==> src/rtl/tx_engine_pkg.sv <==
// Shared constants, FSM encoding and frame-building helper for the UART transmit engine.
package tx_engine_pkg;

  localparam int unsigned RATE_W     = 19;
  localparam int unsigned FRAME_BITS = 11;
  localparam int unsigned CNT_W      = 4;

  localparam logic [1:0] ST_IDLE  = 2'd0;
  localparam logic [1:0] ST_LOAD  = 2'd1;
  localparam logic [1:0] ST_SHIFT = 2'd2;

  localparam int unsigned SLOT_START = 0;
  localparam int unsigned SLOT_D0    = 1;
  localparam int unsigned SLOT_D7    = 8;
  localparam int unsigned SLOT_PAR   = 9;
  localparam int unsigned SLOT_STOP  = 10;

  // Slot 8 carries data[7] or parity; slot 9 carries parity only for 8-bit frames.
  function automatic logic [FRAME_BITS-1:0] build_frame(input logic [7:0] data,
                                                        input logic eight,
                                                        input logic pen,
                                                        input logic ohel);
    logic                  par;
    logic [FRAME_BITS-1:0] f;
    par               = ohel ^ (^data[6:0]) ^ (eight & data[7]);
    f                 = '1;
    f[SLOT_START]     = 1'b0;
    f[SLOT_D0 +: 7]   = data[6:0];
    if (eight)    f[SLOT_D7] = data[7];
    else if (pen) f[SLOT_D7] = par;
    if (eight && pen) f[SLOT_PAR] = par;
    f[SLOT_STOP]      = 1'b1;
    return f;
  endfunction

endpackage

==> src/rtl/tx_engine_bit_timer.sv <==
// Bit-period timer: single-cycle btu on terminal count, cleared while disabled.
module tx_bit_timer
  import tx_engine_pkg::*;
(
  input  logic              i_clk,
  input  logic              i_rst,
  input  logic              i_en,
  input  logic [RATE_W-1:0] i_rate,
  output logic              o_btu
);

  logic [RATE_W-1:0] cnt_q;
  logic [RATE_W-1:0] cnt_d;
  logic [RATE_W-1:0] last;

  // A rate of zero behaves like one; >= keeps a live rate decrease from overrunning.
  always_comb begin
    last  = (i_rate == '0) ? '0 : i_rate - RATE_W'(1);
    o_btu = i_en && (cnt_q >= last);
    cnt_d = cnt_q + RATE_W'(1);
    if (!i_en || o_btu) cnt_d = '0;
  end

  always_ff @(posedge i_clk or posedge i_rst) begin
    if (i_rst) cnt_q <= '0;
    else       cnt_q <= cnt_d;
  end

endmodule

==> src/rtl/tx_engine.sv <==
// UART transmit engine: latches a byte on load and shifts an 11-slot LSB-first frame onto o_tx.
module tx_engine
  import tx_engine_pkg::*;
(
  input  logic              i_clk,
  input  logic              i_rst,
  input  logic [RATE_W-1:0] i_rate,
  input  logic              i_eight,
  input  logic              i_pen,
  input  logic              i_ohel,
  input  logic              i_load,
  input  logic [7:0]        i_data,
  output logic              o_tx,
  output logic              o_txrdy,
  output logic              o_done
);

  logic [1:0]            state_q, state_d;
  logic [FRAME_BITS-1:0] shift_q, shift_d;
  logic [CNT_W-1:0]      bit_cnt_q, bit_cnt_d;
  logic [7:0]            data_q, data_d;
  logic                  eight_q, eight_d;
  logic                  pen_q, pen_d;
  logic                  ohel_q, ohel_d;
  logic                  tx_q, tx_d;
  logic                  txrdy_q, txrdy_d;
  logic                  done_q, done_d;
  logic                  btu;

  tx_bit_timer u_timer (
    .i_clk  (i_clk),
    .i_rst  (i_rst),
    .i_en   (state_q == ST_SHIFT),
    .i_rate (i_rate),
    .o_btu  (btu)
  );

  always_comb begin
    state_d   = state_q;
    shift_d   = shift_q;
    bit_cnt_d = bit_cnt_q;
    data_d    = data_q;
    eight_d   = eight_q;
    pen_d     = pen_q;
    ohel_d    = ohel_q;
    tx_d      = tx_q;
    txrdy_d   = txrdy_q;
    done_d    = 1'b0;
    case (state_q)
      ST_IDLE: begin
        txrdy_d = 1'b1;
        if (i_load && txrdy_q) begin
          data_d  = i_data;
          eight_d = i_eight;
          pen_d   = i_pen;
          ohel_d  = i_ohel;
          txrdy_d = 1'b0;
          state_d = ST_LOAD;
        end
      end
      ST_LOAD: begin
        shift_d   = build_frame(data_q, eight_q, pen_q, ohel_q);
        tx_d      = shift_d[SLOT_START];
        bit_cnt_d = '0;
        state_d   = ST_SHIFT;
      end
      ST_SHIFT: begin
        if (btu) begin
          shift_d   = {1'b1, shift_q[FRAME_BITS-1:1]};
          tx_d      = shift_d[0];
          bit_cnt_d = bit_cnt_q + CNT_W'(1);
          if (bit_cnt_q == CNT_W'(FRAME_BITS - 1)) begin
            bit_cnt_d = '0;
            done_d    = 1'b1;
            state_d   = ST_IDLE;
          end
        end
      end
      default: state_d = ST_IDLE;
    endcase
  end

  always_ff @(posedge i_clk or posedge i_rst) begin
    if (i_rst) begin
      state_q   <= ST_IDLE;
      shift_q   <= '1;
      bit_cnt_q <= '0;
      data_q    <= '0;
      eight_q   <= 1'b0;
      pen_q     <= 1'b0;
      ohel_q    <= 1'b0;
      tx_q      <= 1'b1;
      txrdy_q   <= 1'b1;
      done_q    <= 1'b0;
    end else begin
      state_q   <= state_d;
      shift_q   <= shift_d;
      bit_cnt_q <= bit_cnt_d;
      data_q    <= data_d;
      eight_q   <= eight_d;
      pen_q     <= pen_d;
      ohel_q    <= ohel_d;
      tx_q      <= tx_d;
      txrdy_q   <= txrdy_d;
      done_q    <= done_d;
    end
  end

  assign o_tx    = tx_q;
  assign o_txrdy = txrdy_q;
  assign o_done  = done_q;

endmodule

==> config.mk <==
export PLATFORM = sky130hd
export DESIGN_NAME = tx_engine
export DESIGN_NICKNAME = d
export VERILOG_FILES = /design/src/rtl/tx_engine_pkg.sv /design/src/rtl/tx_engine_bit_timer.sv /design/src/rtl/tx_engine.sv
export SDC_FILE = /design/constraint.sdc
export NUM_CORES = 1
export LEC_CHECK = 0
export BUFFER_PORTS_ARGS = -buffer_cell sky130_fd_sc_hd__buf_4
export CELL_PAD_IN_SITES_DETAIL_PLACEMENT = 1
export CELL_PAD_IN_SITES_GLOBAL_PLACEMENT = 2
export CORE_UTILIZATION = 37
export DETAILED_ROUTE_END_ITERATION = 10
export PLACE_DENSITY_LB_ADDON = 0.1
export SLEW_MARGIN = 20
export SYNTH_ARGS = -nofsm -noshare
export SYNTH_HDL_FRONTEND = slang
export SYNTH_SLANG_ARGS = --single-unit
==> constraint.sdc <==
create_clock -name i_clk -period 2.8 [get_ports i_clk]
set_input_delay 0.84 -clock i_clk [delete_from_list [all_inputs] [get_ports i_clk]]
set_output_delay 0.84 -clock i_clk [all_outputs]
set_load 0.01 [all_outputs]
After elaboration in Yosys (flattened, before gate mapping)
Cells that the tools add are included.
- flip-flop bits (word level): 50
- input port bits: 33
- output and inout bits: 3
- logic and storage cells: 56
- $add $sub $neg: 3
- order comparisons: 1
- eq/ne operators: 6
- mux-type cells: 20
- bitwise gates (word level): 3
- reductions and logical operators: 12
- operator list (operator ; number):
    $mux 19 ; 2
    $pmux 11 s2 ; 1
    $add 19x1->19 const B ; 1
    $ge 19x19->1 ; 1
    $logic_not 19->1 ; 1
    $sub 19x1->19 const B ; 1
    $mux 11 ; 1
    $mux 1 ; 8
    $mux 4 ; 2
    $pmux 4 s2 ; 1
    $reduce_xor 7->1 ; 1
    $mux 2 ; 3
    $ne 2x2->1 const B ; 3
    $pmux 2 s3 ; 1
    $add 4x1->4 const B ; 1
    $eq 4x4->1 const B ; 1
    $reduce_and 2->1 ; 2
    $logic_and 1x1->1 ; 3
    $reduce_and 3->1 ; 1
    $eq 2x1->1 const B ; 1
    $eq 2x2->1 const B ; 1
    $logic_not 2->1 ; 1
    $pmux 1 s2 ; 1
    $reduce_bool 2->1 ; 1
    4 further kinds ; 5

Depth between registers and ports, before layout
- word-level depth: 6
- gate-level depth with buffers: 17
- mapped depth without buffers: 15

Cells and area by module
Synthesis repeated with hierarchy kept, for this count alone.
- cells, all modules: 345
- area total of the unflattened synthesis: 3163.0 um^2
- by module, submodules not included (module ; times used ; cells an instance ; area each (um^2) ; sequential area each (um^2)):
    tx_bit_timer ; 1 ; 206 ; 1706.6 ; 475.5
    tx_engine ; 1 ; 139 ; 1456.4 ; 739.5

Least setup slack after synthesis
OpenSTA, ideal clock, no wires.
- kind: in2reg
- from: input port i_rate[2]
- to: register u_timer.cnt_q[10]
- arrival: 4.437 ns
- required time: 2.727 ns
- setup slack: -1.710 ns
- stages: 13
- buffers on the path: 1
- path through: or4_4 -> or4_4 -> or4_4 -> nor2_2 -> xor2_1 -> nand2_1 -> ha_1 -> nand3_1 -> nor2_1 -> a211oi_1 -> nand4b_1 -> clkbuf_1 -> nor2_1
- cells in the longest elaborated chain, start to end: 6
- elaborated cells on any way between the ends: 7
- ends and longest elaborated chain (item ; line ; text):
    start, declared ; tx_engine.sv:7 ; input logic [RATE_W-1:0] i_rate,
    $sub 19x1->19 / $logic_not 19->1 (equally long branches) ; tx_engine_bit_timer.sv:18 ; last = (i_rate == '0) ? '0 : i_rate - RATE_W'(1);
    $mux 19 (*) ; tx_engine_bit_timer.sv:18 ;
    $ge 19x19->1 (*) ; tx_engine_bit_timer.sv:19 ; o_btu = i_en && (cnt_q >= last);
    $logic_and 1x1->1 (*) ; tx_engine_bit_timer.sv:19 ;
    $logic_or 1x1->1 (*) ; tx_engine_bit_timer.sv:21 ; if (!i_en || o_btu) cnt_d = '0;
    $mux 19 (*) ; tx_engine_bit_timer.sv:21 ;
    via u_timer.cnt_d[10] ; tx_engine_bit_timer.sv:13 ; logic [RATE_W-1:0] cnt_d;
    end signal, assigned ; tx_engine_bit_timer.sv:26 ; else cnt_q <= cnt_d;
    end, declared ; tx_engine_bit_timer.sv:12 ; logic [RATE_W-1:0] cnt_q;
Mark *: on every way through the listed nets, which the timed path passes. The rest lies on a longest branch.
A chain may end at the register's enable or synchronous reset.

Worst setup path in the final report
- from: input port i_rate[4]
- to: register u_timer.cnt_q[13]
The elaborated chain is that of the path after synthesis.

==> summary.md <==
| Metric | Value |
|---|---|
| Status | finished, violations left |
| Failing checks | negative setup slack |
| Distinct cell type count after synthesis | 48 |
| Flops & latches, synth | 48 |
| Final Setup Violations | 35 |
| Grt ovf | 0 |
| NumNets Final | 487 |
| Die area | 0.008975 mm^2 |
| Commonest cells after routing, fill and taps aside | buf_4, dfrtp_1, nand2_1 |
| Worst-margin pin slew | 0.6198 ns |
| Post-synthesis sequential area ratio | 38.18% |
| Via Count | 2919 |
| Antenna fix cells | 0 |
| RSZ-0062 raised after global routing | true |
| CORE AREA | 0.008258 mm^2 |
| GRT Resource Usage Total | 22.74% |
| R2R Setup Slk | 0.60 ns |
| Clk_lat worst skew | 0.31 ns |
| Kind of critical path | in2reg |
| Drt first-iter violations | 79 |
| Number of failing hold endpoints at the final stage | 0 |
| TritonCTS Buffers | 5 |
| CP required | 3.04 ns |
| First-pass GRT wire length | 15550 um |
| Initial antenna violation count | 0 |
| Crit end category | flop |
| Layout cells sized above 1 | 49.07% |
| Hpwl dp | 6105 um |
| Initial Util | 38.53% |
| Clk root buf | clkbuf_8 |
| Post-Route WL | 9540 um |
| Setup crit start kind | input pin |
| Row cnt | 33 |
| Area grow syn2layout | 47.42% |
| Die H | 94.74 um |
| Worst hold path type | in2async |
| Period utilisation layout | 143.7% |
| DR pass1 iterations | 4 |
| Layout Utilization | 56.80% |
| Max FO, Critical Path | 6 |
| Post-synth ARST share | 100.0% |
| Cell Pwr Density | 355.8 mW/mm^2 |
| Syn_nets | 402 |
| Post-route insts no fill | 537 |
| Post-synth EDFFs | 0 |
| Minimum clock period | 4.025 ns |
| Clock Sinks | 48 |
| Total power | 1669 uW |
| Filler Cells Inserted | 927 |
| TritonCTS clock tree | done |
| Synth warnings | 0 |
| Via-to-Cell Ratio | 5.436 |
| Fin. max-slew vios | 0 |
| I/O Pins | 36 |
| Commonest non-fill, non-tap cell in the layout | buf_4 |
| Fmax achieved | 0.2485 GHz |
| Worst-path clk slew | 0.09 ns |
| Vias in the first global route | 3146 |
| Syn Inst Count | 346 |
| Max Clock Skew | 0.01392 ns |
| P_leak | 0.002066 uW |
| Max clock buf depth | 2 |
| Setup slack after layout | -1.225 ns |
| Mapped Area | 0.003182 mm^2 |
| H-Tree Depth | 2 |
| Post-synth top flop | dfrtp_1 |
| Average size of a mapped cell | 9.196 um^2 |
| PortBufs | 35 |
| Post-route ant nets | 0 |
| Max-cap check violation count | 0 |
| # hold bufs at CTS | 0 |
| Max rail drop VDD | 0.0004962 V |
| Largest net degree at the start of global routing | 27 |
| Die width | 94.74 um |
| Worst Path Arrival | 4.27 ns |
| Drt wl/cell | 17.77 um |
| Residual DRC | 0 |
| RePlAce Congestion | 0.7395 |
| Slew headroom | 58.36% |
| Placed Cells | 512 |
## Yosys cell counts (3+ instances only)
master     n  share of area (%)
and3_1     3               0.59
and4_1     4                1.1
nand2b_1   7                1.4
o31ai_1    3               0.71
or4_4      3                1.1
xor2_1    24                6.6
xnor2_1   15                4.1
a21oi_1    9                1.4
nor2b_1    9                1.8
nand4_1    6                1.2
nor3_1     7                1.1
inv_1      8               0.94
dfstp_2   11                9.1
dfrtp_1   37                 29
ha_1      23                9.0
o21ai_0   13                2.0
nor2_1    39                4.6
a211oi_1  10                2.4
a31oi_1    7                1.4
clkbuf_1   8               0.94
nand2_1   37                4.4
nand3_1   17                2.7
mux2_2    11                3.9
## power by group
| part | internal (uW) | leakage (uW) | switching [uW] |
|---|---|---|---|
| logic | 175 | 0.00141 | 162 |
| clock network | 292 | 0.0000614 | 250 |
| registers | 729 | 0.000599 | 60.4 |
## layer usage
layer	up-vias	GRT usage [%]	wire, um
li1	1397	-	-
met1	1458	29.48	4355
met2	46	38.43	4765
met3	18	4.187	236
met4	0	6.566	182
met5	-	0	0
## state kept, by name, summed over array words and instances (netlist names)
register / count
pen_q: 1
state_q: 2
eight_q: 1
bit_cnt_q: 4
o_done: 1
o_txrdy: 1
shift_q: 9
u_timer.cnt_q: 19
ohel_q: 1
o_tx: 1
data_q: 8
## worst paths after layout
path	start	end	cells past startpoint
min in group i_clk	o_tx	o_tx	2
max reg2reg	u_timer.cnt_q[2]	u_timer.cnt_q[13]	9
max in group asynchronous	i_rst	shift_q[8]	3
min	i_rst	eight_q	2
min reg2reg	o_tx	o_tx	2
max	i_rate[4]	u_timer.cnt_q[13]	16
## critical path, stage by stage
cell and delay [ns]:
buf_6 0.09, or4_4 0.54, or4_4 0.44, or4_4 0.49, nor2_4 0.13, xor2_1 0.18, nand2_2 0.09, ha_4 0.27
a21oi_4 0.17, nor2b_4 0.06, a211oi_4 0.19, buf_12 0.16, nand4b_1 0.15, buf_6 0.18, buf_8 0.15, nor2_2 0.11
## through the flow
| stage | setup WS, ns | setup TNS, ns | hold slack, ns | instance area (um^2) |
|---|---|---|---|---|
| finish | -1.225 | -41.20 | 0.4907 | 4691 |
| global route | -1.401 | -46.56 | 0.4880 | 4691 |
| CTS | -1.167 | -39.58 | 0.4901 | 4507 |
| detailed placement | -1.601 | -53.23 | 0.4759 | 3841 |
| global placement | -1.507 | -49.95 | 0.4596 | 3841 |
| floorplan | -1.407 | -44.24 | 0.4694 | 3216 |
## repair_timing
action / 4_1_cts / 5_1_grt
endpoints found under the setup margin: 35 / 35
buffers inserted: 10 / 5
gates resized for setup: 100 / 35
gates cloned: 3 / 0
pin swaps: 53 / 23
## cell families (layout without fill, tap and decap cells)
kind of cell / after synthesis / count (layout) / share of synthesized area [%]
simple gates: 149 / 149 / 23.95
compound gates: 55 / 55 / 11.25
flops: 48 / 48 / 38.18
xor+xnor: 39 / 39 / 10.74
fa+ha+maj: 23 / 23 / 9.045
buf+inv: 19 / 105 / 2.320
mux: 13 / 13 / 4.522
## layout make-up
type                    instances  area [um^2]  share of cell area (%)
well taps                     105        131.4                   2.801
clock buffers                   6        82.58                   1.760
multi-input cells             279         2405                   51.27
inverters                       8        30.03                  0.6402
repair buffers                 89        788.3                   16.80
clock inverters                 2        38.79                  0.8269
flip-flops and latches         48         1215                   25.90
(Power assumes the default switching activity.)
